## src/rtl/lsu_pkg.sv

```systemverilog
// Shared constants for the load/store unit: RISC-V funct3 encodings, FSM state codes
// and the word-index width helper.
package lsu_pkg;

  localparam logic [2:0] F3_B  = 3'b000;
  localparam logic [2:0] F3_H  = 3'b001;
  localparam logic [2:0] F3_W  = 3'b010;
  localparam logic [2:0] F3_BU = 3'b100;
  localparam logic [2:0] F3_HU = 3'b101;

  localparam logic [2:0] S_IDLE  = 3'd0;
  localparam logic [2:0] S_ISSUE = 3'd1;
  localparam logic [2:0] S_WAIT  = 3'd2;
  localparam logic [2:0] S_WRITE = 3'd3;
  localparam logic [2:0] S_DONE  = 3'd4;

  function automatic int unsigned idx_width(input int unsigned depth);
    return (depth > 1) ? $clog2(depth) : 1;
  endfunction

  localparam int unsigned MEM_IDX_W = idx_width(256);

endpackage

```

## src/rtl/lsu_lane_align.sv

```systemverilog
// Combinational lane logic: extracts/extends the load lane from a read word and
// merges a sub-word store lane into it.
module lsu_lane_align
  import lsu_pkg::*;
#(
  parameter int unsigned XLEN = 32
) (
  input  logic [1:0]      byte_off,
  input  logic [2:0]      funct3,
  input  logic [XLEN-1:0] rd_word,
  input  logic [XLEN-1:0] st_data,
  output logic [XLEN-1:0] ld_value,
  output logic [XLEN-1:0] st_word
);

  logic [7:0]  lane_b;
  logic [15:0] lane_h;

  always_comb begin
    lane_b = rd_word[{byte_off, 3'b000} +: 8];
    lane_h = byte_off[1] ? rd_word[31:16] : rd_word[15:0];

    case (funct3)
      F3_B:    ld_value = {{(XLEN-8){lane_b[7]}}, lane_b};
      F3_BU:   ld_value = {{(XLEN-8){1'b0}}, lane_b};
      F3_H:    ld_value = {{(XLEN-16){lane_h[15]}}, lane_h};
      F3_HU:   ld_value = {{(XLEN-16){1'b0}}, lane_h};
      default: ld_value = rd_word;
    endcase

    st_word = rd_word;
    case (funct3)
      F3_B: st_word[{byte_off, 3'b000} +: 8] = st_data[7:0];
      F3_H: begin
        if (byte_off[1]) st_word[31:16] = st_data[15:0];
        else             st_word[15:0]  = st_data[15:0];
      end
      default: st_word = st_data;
    endcase
  end

endmodule

```

## src/rtl/load_store_unit.sv

```systemverilog
// Load/store master for a word-wide data_memory without byte enables; sub-word
// stores are done as read-modify-write.
module load_store_unit
  import lsu_pkg::*;
#(
  parameter int unsigned MEM_DEPTH = 256,
  parameter int unsigned XLEN      = 32
) (
  input  logic            clk,
  input  logic            rst,
  input  logic            i_req_valid,
  output logic            o_ready,
  input  logic            i_req_store,
  input  logic [2:0]      i_req_funct3,
  input  logic [XLEN-1:0] i_req_addr,
  input  logic [XLEN-1:0] i_req_wr_data,
  output logic            o_done,
  output logic            o_fault,
  output logic [XLEN-1:0] o_load_data,
  output logic            o_mem_rd,
  output logic            o_mem_wr,
  output logic [XLEN-1:0] o_mem_addr,
  output logic [XLEN-1:0] o_mem_wr_data,
  input  logic [XLEN-1:0] i_mem_rd_data
);

  logic [2:0]      state;
  logic            store_q;
  logic [2:0]      f3_q;
  logic [XLEN-1:0] addr_q;
  logic [XLEN-1:0] wdata_q;
  logic            fault_q;
  logic            req_fault;
  logic            f3_legal;
  logic            misaligned;
  logic            out_of_range;
  logic [XLEN-1:0] ld_value;
  logic [XLEN-1:0] st_word;

  always_comb begin
    if (i_req_store)
      f3_legal = (i_req_funct3 == F3_B) || (i_req_funct3 == F3_H) || (i_req_funct3 == F3_W);
    else
      f3_legal = (i_req_funct3 == F3_B) || (i_req_funct3 == F3_H) || (i_req_funct3 == F3_W) ||
                 (i_req_funct3 == F3_BU) || (i_req_funct3 == F3_HU);
    misaligned   = ((i_req_funct3[1:0] == 2'b01) && i_req_addr[0]) ||
                   ((i_req_funct3[1:0] == 2'b10) && (i_req_addr[1:0] != 2'b00));
    out_of_range = {2'b00, i_req_addr[XLEN-1:2]} >= XLEN'(MEM_DEPTH);
    req_fault    = !f3_legal || misaligned || out_of_range;
  end

  lsu_lane_align #(.XLEN(XLEN)) u_align (
    .byte_off (addr_q[1:0]),
    .funct3   (f3_q),
    .rd_word  (i_mem_rd_data),
    .st_data  (wdata_q),
    .ld_value (ld_value),
    .st_word  (st_word)
  );

  always_ff @(posedge clk) begin
    if (rst) begin
      state       <= S_IDLE;
      fault_q     <= 1'b0;
      o_load_data <= '0;
    end else begin
      case (state)
        S_IDLE: begin
          if (i_req_valid) begin
            store_q <= i_req_store;
            f3_q    <= i_req_funct3;
            addr_q  <= i_req_addr;
            wdata_q <= i_req_wr_data;
            fault_q <= req_fault;
            state   <= req_fault ? S_DONE : S_ISSUE;
          end
        end
        S_ISSUE: state <= (store_q && f3_q == F3_W) ? S_DONE : S_WAIT;
        S_WAIT: begin
          // wdata_q switches from raw store data to the merged word for WRITE
          if (store_q) begin
            wdata_q <= st_word;
            state   <= S_WRITE;
          end else begin
            o_load_data <= ld_value;
            state       <= S_DONE;
          end
        end
        S_WRITE: state <= S_DONE;
        S_DONE:  state <= S_IDLE;
        default: state <= S_IDLE;
      endcase
    end
  end

  always_comb begin
    o_ready       = (state == S_IDLE) && !rst;
    o_done        = (state == S_DONE) && !rst;
    o_fault       = o_done && fault_q;
    o_mem_rd      = (state == S_ISSUE) && !(store_q && f3_q == F3_W) && !rst;
    o_mem_wr      = ((state == S_WRITE) || ((state == S_ISSUE) && store_q && f3_q == F3_W)) && !rst;
    o_mem_addr    = {2'b00, addr_q[XLEN-1:2]};
    o_mem_wr_data = wdata_q;
  end

endmodule
```

## config.mk

```make
export PLATFORM = sky130hd
export DESIGN_NAME = load_store_unit
export DESIGN_NICKNAME = d
export VERILOG_FILES = /design/src/rtl/lsu_pkg.sv /design/src/rtl/lsu_lane_align.sv /design/src/rtl/load_store_unit.sv
export SDC_FILE = /design/constraint.sdc
export NUM_CORES = 1
export LEC_CHECK = 0
export BUFFER_PORTS_ARGS = -buffer_cell sky130_fd_sc_hd__buf_2
export CAP_MARGIN = 10
export CORE_UTILIZATION = 49
export DETAILED_ROUTE_END_ITERATION = 8
export PLACE_DENSITY = 0.81
export SLEW_MARGIN = 20
export SYNTH_ARGS = -nofsm -noshare
export SYNTH_HDL_FRONTEND = slang
export SYNTH_SLANG_ARGS = --single-unit
```

## constraint.sdc

```tcl
create_clock -name clk -period 3.2 [get_ports clk]
set_input_delay 0.32 -clock clk [delete_from_list [all_inputs] [get_ports clk]]
set_output_delay 0.32 -clock clk [all_outputs]
set_load 0.05 [all_outputs]
```

## Word level (Yosys, flattened, before mapping)

Cells that the tools add are included.

| storage, ports and cells | value |
|---|---|
| memories kept | 0 |
| input bits | 103 |
| memory bits (writable) | 0 |
| bits in latches | 0 |
| ROM bits | 0 |
| word-level logic and storage cells | 80 |
| flip-flop bits (word level) | 104 |

| cells by class | value |
|---|---|
| add/subtract/negate cells | 1 |
| multiply operators | 0 |
| reduce and logical (&&, ||, !) cells | 32 |
| div/mod/pow operators | 0 |
| bitwise operators | 2 |
| order comparisons | 1 |
| equal/unequal tests | 18 |
| shift-type cells | 3 |
| multiplexer cells | 15 |

Operator list:

| kind | number |
|---|---|
| $pmux W32 S2 | 2 |
| $pmux W32 S4 | 1 |
| $mux W32 | 2 |
| $mux W16 | 3 |
| $bwmux W32 | 1 |
| $shift A8 B7 Y32 const A | 1 |
| $shiftx A32 B6 Y8 | 1 |
| $shiftx A8 B7 Y32 | 1 |
| $ge A30 B9 Y1 const B | 1 |
| $eq A3 B3 Y1 const B | 5 |
| $eq A3 B2 Y1 const B | 4 |
| $mux W3 | 4 |
| $pmux W3 S4 | 1 |
| $logic_and A1 B1 Y1 | 11 |
| $eq A3 B1 Y1 const B | 3 |
| $logic_not A3 Y1 | 3 |
| $logic_or A1 B1 Y1 | 8 |
| $neg A5 Y7 | 1 |
| $reduce_and A6 Y1 | 1 |
| $reduce_and A5 Y1 | 1 |
| $ne A2 B2 Y1 const B | 2 |
| $reduce_and A2 Y1 | 2 |
| $reduce_bool A2 Y1 | 2 |
| $logic_not A1 Y1 | 3 |
| 7 further kinds | 8 |

## Longest topological paths before layout

Gate-level depths: netlist of the first run.

| logic depth | value |
|---|---|
| depth in word-level cells | 12 |
| gate-level depth with buffers | 7 |
| gate-level depth less buffers | 6 |

## Cells and area by module

Synthesis of the first run repeated with hierarchy kept, for this count alone.

| unflattened totals | value |
|---|---|
| cell total of the unflattened synthesis | 625 |
| area total of the unflattened synthesis | 5,895.7 um2 |

Modules (own cells, without submodules):

| module | seq. area each (um2) | area each (um2) | cells each | instances |
|---|---|---|---|---|
| load_store_unit | 2,762.6 | 4,135.2 | 324 | 1 |
| lsu_lane_align | 0.0 | 1,760.4 | 301 | 1 |

## Worst setup path before layout of the first run

Ideal clock, no wire load.

| timing | value |
|---|---|
| path kind | flip-flop to flip-flop |
| start point | reg state[0] |
| end point | reg addr_q[0] (enable) |
| library setup time | 0.391 ns |
| arrival | 3.088 ns |
| data required time | 2.809 ns |
| cell stages (with the launch flop) | 5 |
| slack | -0.279 ns |
| period minus slack after synthesis | 3.479 ns |
| cells stage by stage | dfxtp_1 clkbuf_1 nor4_1 nand2_1 inv_1 |

| on the way | value |
|---|---|
| longest elaborated chain between the ends | 2 |

Ends and longest elaborated chain:

| what | RTL line | RTL |
|---|---|---|
| start: declaration | load_store_unit.sv:27 | `logic [2:0] state;` |
| start signal: assignment | load_store_unit.sv:75 | `state <= req_fault ? S_DONE : S_ISSUE;` |
| start signal: assignment | load_store_unit.sv:78 | `S_ISSUE: state <= (store_q && f3_q == F3_W) ? S_DONE : S_WAIT;` |
| $logic_not A3 Y1 | load_store_unit.sv:67 | `case (state)` |
| $reduce_and A3 Y1 (no source line) | n/a |  |
| end signal: assignment | load_store_unit.sv:72 | `addr_q <= i_req_addr;` |
| end: declaration | load_store_unit.sv:30 | `logic [XLEN-1:0] addr_q;` |

Every way passes these cells.
A chain may end at the register's enable or synchronous reset.

## Worst setup path in the final report of the first run

| timing | value |
|---|---|
| start point | reg f3_q[0] |
| end point | reg wdata_q[8], in the netlist o_mem_wr_data[8] (data pin) |

| on the way | value |
|---|---|
| longest elaborated chain between the ends | 4 |
| elaborated cells between the ends (all ways) | 5 |
| classes of those cells | eq/ne: 1; mux: 3; reduce/logical: 1 |

Ends and longest elaborated chain:

| what | RTL line | RTL |
|---|---|---|
| start: declaration | load_store_unit.sv:29 | `logic [2:0] f3_q;` |
| start signal: assignment | load_store_unit.sv:71 | `f3_q <= i_req_funct3;` |
| $eq A3 B1 Y1 or $logic_not A3 Y1 (tied branches) | lsu_lane_align.sv:32 | `case (funct3)` |
| $pmux W32 S2 * | lsu_lane_align.sv:32 |  |
| $mux W32 * | load_store_unit.sv:81 | `if (store_q) begin` |
| $pmux W32 S2 * | load_store_unit.sv:67 |  |
| end signal: assignment | load_store_unit.sv:73 | `wdata_q <= i_req_wr_data;` |
| end signal: assignment | load_store_unit.sv:82 | `wdata_q <= st_word;` |
| end: declaration | load_store_unit.sv:31 | `logic [XLEN-1:0] wdata_q;` |

Mark *: on every way between the ends. The rest lies on a longest branch, timed or not. The select of a mux whose other input is x is not followed.

==> results.toml, run 1 <==
[clock_tree]
cts.sinks = 104
cts-buffers-inserted = 9
cts_resized = 0
clockBufferDepth = 2
clk_pin_slew_worst_paths_ps = 110
ctsRootBufferMaster = "clkbuf_8"
insertion_delay_ps = 370
cts-htree-levels = 3
cts_hold_buf = 0
cts_setup_buffers = 0
cts_tree = "built"

[synthesis]
seq_area_frac_synth_pct = 54.5
ys_ff_latch = 104
synth_top_area_share_pct = 40.3
synth_area_leaders = "edfxtp_1, dfxtp_1, a211oi_1, buf_4, nor2_1"
synth_cells = 483
synth_cell_types = 50
yosys_most_used_dff = "edfxtp_1"
synth_common_cells = "edfxtp_1, nor2_1, nand2_1, dfxtp_1"
yosysWarningCount = 0
synth_top_area_cell = "edfxtp_1"
syn_area_per_cell_sq_um = 10.5
netlist_area_sq_um = 5060
yosysMostFrequentCell = "edfxtp_1"
ys_async_sr_fraction_pct = 0
synth_edf_count = 68

[route]
totalWireLength_um = 14900
final_antenna_net_count = 0
drt_iter0_markers = 321
drc_errors = 0
dr.pass1.iters = 5
via_per_inst = 5.79
post_drt_wl_per_cell_um = 19.1
vias = 4508

[pwr]
leakage_nw = 2.50
ir_worst_vdd_mv = 0.299
powerDensity_nw_per_um2 = 449

[critical_path]
cp_max_fo = 16
slowest_stage = "nor4b_2"
end_kind = "flip-flop"
cp_data_required_time_ps = 3430
crit_path_start_kind = "flip-flop"
crit_buf_inv = 0
critical_path.max_stage_delay_ps = 700
regToRegSetupSlack_ps = 580
worstPathCellList = "or3b_1 > nand2_2 > nor4b_2 > a221oi_1 > nor2_1"
crit_type = "flip-flop to flip-flop"
critical-path-top-delay-family = "simple AND/OR/NAND/NOR gates"
arrival_ps = 2850

[timing]
hold-worst-slack_ps = 132
fmax_mhz = 382
post-route-period-util_pct = 81.8
tns_ps = 0
hold_viol = 0
finalSetupViolations = 0
skew_ps = 10.2
rsz0062_at_grt = "no"
worstMarginPinSlew_ps = 763
slew_headroom_pct = 48.9
drv_slew = 0
period_needed_ps = 2620

[outcome]
status = "complete, no violations"

[floorplan]
fp.dieH_um = 104
ios = 204
die_area_sq_um = 10700
die_x_um = 104
coreArea_sq_um = 9910
rows = 36
initial_utilization_pct = 51.1

[grt]
grt_first_pass_wirelength_um = 22700
grt_max_degree = 41
grt_overflow_total = 0
antenna_found_initial = 0
grt_use_total_pct = 27.6
grt_pass1_vias = 4240

[place]
dpl_cell_area_sq_um = 5930
numPortBuffers = 201
gp_congestion = 0.918
dp_hpwl_um = 11500

[final_layout]
register_area_sq_um = 2760
fillers = 852
drive_gt1_share_pct = 36.5
multi_input_area_sq_um = 1920
utilization_pct = 61.9
area_growth_pct = 21.1
final_nets = 749
final_area_sq_um = 6140
diodes = 0

[hold_path]
hold_path_class = "input port to flip-flop"

[job]
drv_cap = 0
## metrics by stage
| stage | std cells | worst slack (ps) | total power, W |
|---|---|---|---|
| after floorplan | 484 | -5.59 | 0.00178 |
| final | 779 | 582 | 0.00276 |
| after CTS | 779 | 672 | 0.00277 |
| after global routing | 779 | 366 | 0.00284 |
| after global placement | 763 | 776 | 0.00191 |
| after detailed placement | 763 | 679 | 0.00192 |
## sequential cells by signal, summed over array words and instances, names as in the netlist
signal and cells:
store_q 1, o_mem_wr_data 32, addr_q 32, f3_q 3, fault_q 1, state 3
o_load_data 32
## final timing paths
| path | end | depth (start not counted) | from |
|---|---|---|---|
| max | o_mem_wr_data[8] | 5 | f3_q[0] |
| min | addr_q[28] | 1 | i_req_addr[28] |
| max reg2reg | o_mem_wr_data[8] | 5 | f3_q[0] |
| min reg2reg | o_load_data[7] | 2 | o_load_data[7] |
## placed cells by master, fill, tap and decap left out, types with 5 or more instances in the layout
| cell | instances |
|---|---|
| nor2b_1 | 11 |
| nor3_1 | 6 |
| nor4_1 | 16 |
| buf_2 | 201 |
| o31ai_1 | 8 |
| nand3_1 | 9 |
| nand2_1 | 48 |
| ha_1 | 5 |
| a221oi_1 | 24 |
| dfxtp_1 | 36 |
| a21oi_1 | 23 |
| buf_4 | 7 |
| mux2i_1 | 7 |
| nor3b_1 | 8 |
| a211oi_1 | 32 |
| clkbuf_8 | 9 |
| nand2b_1 | 10 |
| nor2_1 | 63 |
| a2111oi_0 | 7 |
| edfxtp_1 | 68 |
## per-layer routing
| metal | GRT usage [%] | part of all wire [%] | vias up |
|---|---|---|---|
| met2 | 47.0 | 49 | 287 |
| met4 | 8.47 | 1.9 | 0 |
| li1 | - | - | 2104 |
| met5 | 0 | 0 | - |
| met3 | 5.48 | 9.9 | 24 |
| met1 | 35.4 | 39 | 2093 |
## worst reg2reg max path, delay by kind of cell, from the launching register on
kind	cells	cell delay, ps
AO/OA/AOI/OAI	1	190
flip-flops	1	620
AND/OR/NAND/NOR	4	1670
## layout make-up
class | count | area share, %
Sequential cell | 104 | 45.0
Multi-Input combinational cell | 313 | 31.3
Timing Repair Buffer | 208 | 17.3
Tap cell | 133 | 2.71
Clock buffer | 9 | 2.02
Clock inverter | 7 | 1.41
Inverter | 5 | 0.306
## logic make-up (layout without fill, tap and decap cells)
group / Yosys count / after routing / synth area share (%)
other: 1 / 2 / 0.0740
AOI/OAI and AO/OA: 110 / 110 / 16.0
and+or+nand+nor: 186 / 186 / 18.0
DFF: 104 / 104 / 54.5
adders and majority gates: 5 / 5 / 1.24
muxes: 10 / 10 / 2.27
buffers and inverters: 67 / 229 / 7.81
## power breakdown
part	total, W	internal [W]	switching, W	leakage [nW]
logic	0.000395	0.000117	0.000278	1.47
registers	0.00150	0.00147	0.0000240	0.923
clock network	0.000863	0.000378	0.000484	0.104
total	0.00276	0.00197	0.000786	2.50
Power figures use the tool's default switching activity.
==> run 2, diff against run 1 <==
- clock period: 3.2 -> 2.74 ns (I/O delays scaled with it)
==> results.toml, run 2 (same netlist as run 1, synthesis figures left out) <==
[route]
vias = 4533
drt_iter0_markers = 362
final_antenna_net_count = 0
post_drt_wl_per_cell_um = 18.8
totalWireLength_um = 14700
dr.pass1.iters = 5
via_per_inst = 5.79
drc_errors = 0

[final_layout]
multi_input_area_sq_um = 1930
final_common_cell = "buf_2"
final_nets = 753
area_growth_pct = 21.9
register_area_sq_um = 2760
final_cell_mix = "buf_2, edfxtp_1, nor2_1"
utilization_pct = 62.3
fillers = 855
final_area_sq_um = 6170
diodes = 0
drive_gt1_share_pct = 37.1

[place]
gp_congestion = 0.898
numPortBuffers = 201
dpl_cell_area_sq_um = 5970
dp_hpwl_um = 11400

[pwr]
ir_worst_vdd_mv = 0.335
powerDensity_nw_per_um2 = 519
leakage_nw = 2.51

[critical_path]
slowest_stage = "edfxtp_1"
worstPathCellList = "inv_1 > ha_1 > nor3b_1 > a31oi_1 > nand2b_1 > a21oi_1"
critical-path-top-delay-family = "flip-flops"
crit_path_start_kind = "flip-flop"
arrival_ps = 2450
crit_buf_inv = 1
crit_type = "flip-flop to flip-flop"
r2r_start = "addr_q[0]"
cp-startpoint = "addr_q[0]"
critPathCapture = "o_mem_wr_data[16]"
timing.rr.end = "o_mem_wr_data[16]"
regToRegSetupSlack_ps = 420
cp.depth = 6
critical_path.max_stage_delay_ps = 500
cp_max_fo = 13
cp_data_required_time_ps = 2870
end_kind = "flip-flop"
r2r_cells = 6

[clock_tree]
clk_pin_slew_worst_paths_ps = 100
cts-buffers-inserted = 9
cts.sinks = 104
insertion_delay_ps = 370
cts-htree-levels = 3
cts_resized = 0
cts_setup_buffers = 0
cts_tree = "built"
cts_hold_buf = 0
clockBufferDepth = 2
ctsRootBufferMaster = "clkbuf_8"

[timing]
rsz0062_at_grt = "no"
tns_ps = 0
post-route-period-util_pct = 84.7
hold_viol = 0
slew_headroom_pct = 53.9
finalSetupViolations = 0
skew_ps = 11.9
drv_slew = 0
worstMarginPinSlew_ps = 689
fmax_mhz = 431
period_needed_ps = 2320
hold-worst-slack_ps = 86.0

[floorplan]
initial_utilization_pct = 51.1
die_area_sq_um = 10700
rows = 36
ios = 204
fp.dieH_um = 104
die_x_um = 104
coreArea_sq_um = 9910

[grt]
antenna_found_initial = 0
grt_use_total_pct = 27.0
grt_first_pass_wirelength_um = 22500
grt_max_degree = 41
grt_overflow_total = 0
grt_pass1_vias = 4378

[hold_path]
hold_path_class = "input port to flip-flop"
whs_path_depth = 1

[job]
drv_cap = 0

[outcome]
status = "complete, no violations"
[run 2: changes by cell type in the layout (fill, tap and decap cells not counted)]
cell and delta:
buf_4 +4, inv_6 +2, inv_8 -2, clkinv_4 -1, clkinvlp_2 +1, nor4_2 -1
nor4_4 +1, nor4b_1 -1, nor4b_2 +1
[run 2: layout make-up]
cell class / count / share of cell area [%]
clock inverters: 7 / 1.26
clock buffers: 9 / 2.01
multi-input cells: 313 / 31.3
well taps: 133 / 2.70
repair buffers: 212 / 17.6
inverters: 5 / 0.304
flip-flops and latches: 104 / 44.8
[run 2: worst register-to-register path: stages (launching register included)]
cell and delay [ps]:
edfxtp_1 500, inv_1 390, ha_1 350, nor3b_1 160, a31oi_1 420, nand2b_1 190, a21oi_1 70
[run 2: worst min-delay path by stage]
stage,start,to,slack (ps)
after CTS,i_req_addr[19],addr_q[19],80
after floorplan,i_req_addr[0],addr_q[0],370
final,i_req_addr[19],addr_q[19],90
after detailed placement,i_req_addr[9],addr_q[9],470
after global routing,i_req_addr[24],addr_q[24],70
after global placement,i_req_addr[16],addr_q[16],470
[run 2: layer usage]
| metal | wire length [um] | part of all wire [%] | track usage [%] | vias to the layer above |
|---|---|---|---|---|
| li1 | - | - | - | 2108 |
| met1 | 5670 | 39 | 32.8 | 2091 |
| met2 | 7150 | 49 | 46.9 | 302 |
| met3 | 1500 | 10 | 5.73 | 32 |
| met4 | 391 | 2.7 | 10.7 | 0 |
| met5 | 0 | 0 | 0 | - |
[run 2: through the flow]
stage	cells	worst slack, ps	total power [W]
floorplan	484	232	0.00208
finish	783	421	0.00320
CTS	783	460	0.00320
global placement	767	560	0.00224
global route	783	270	0.00329
detailed placement	767	486	0.00224
[run 2: power breakdown]
part	switching, W	leakage (nW)	internal [W]
combinational	0.000325	1.49	0.000140
clock	0.000557	0.0968	0.000432
sequential	0.0000250	0.923	0.00172
total	0.000907	2.51	0.00229
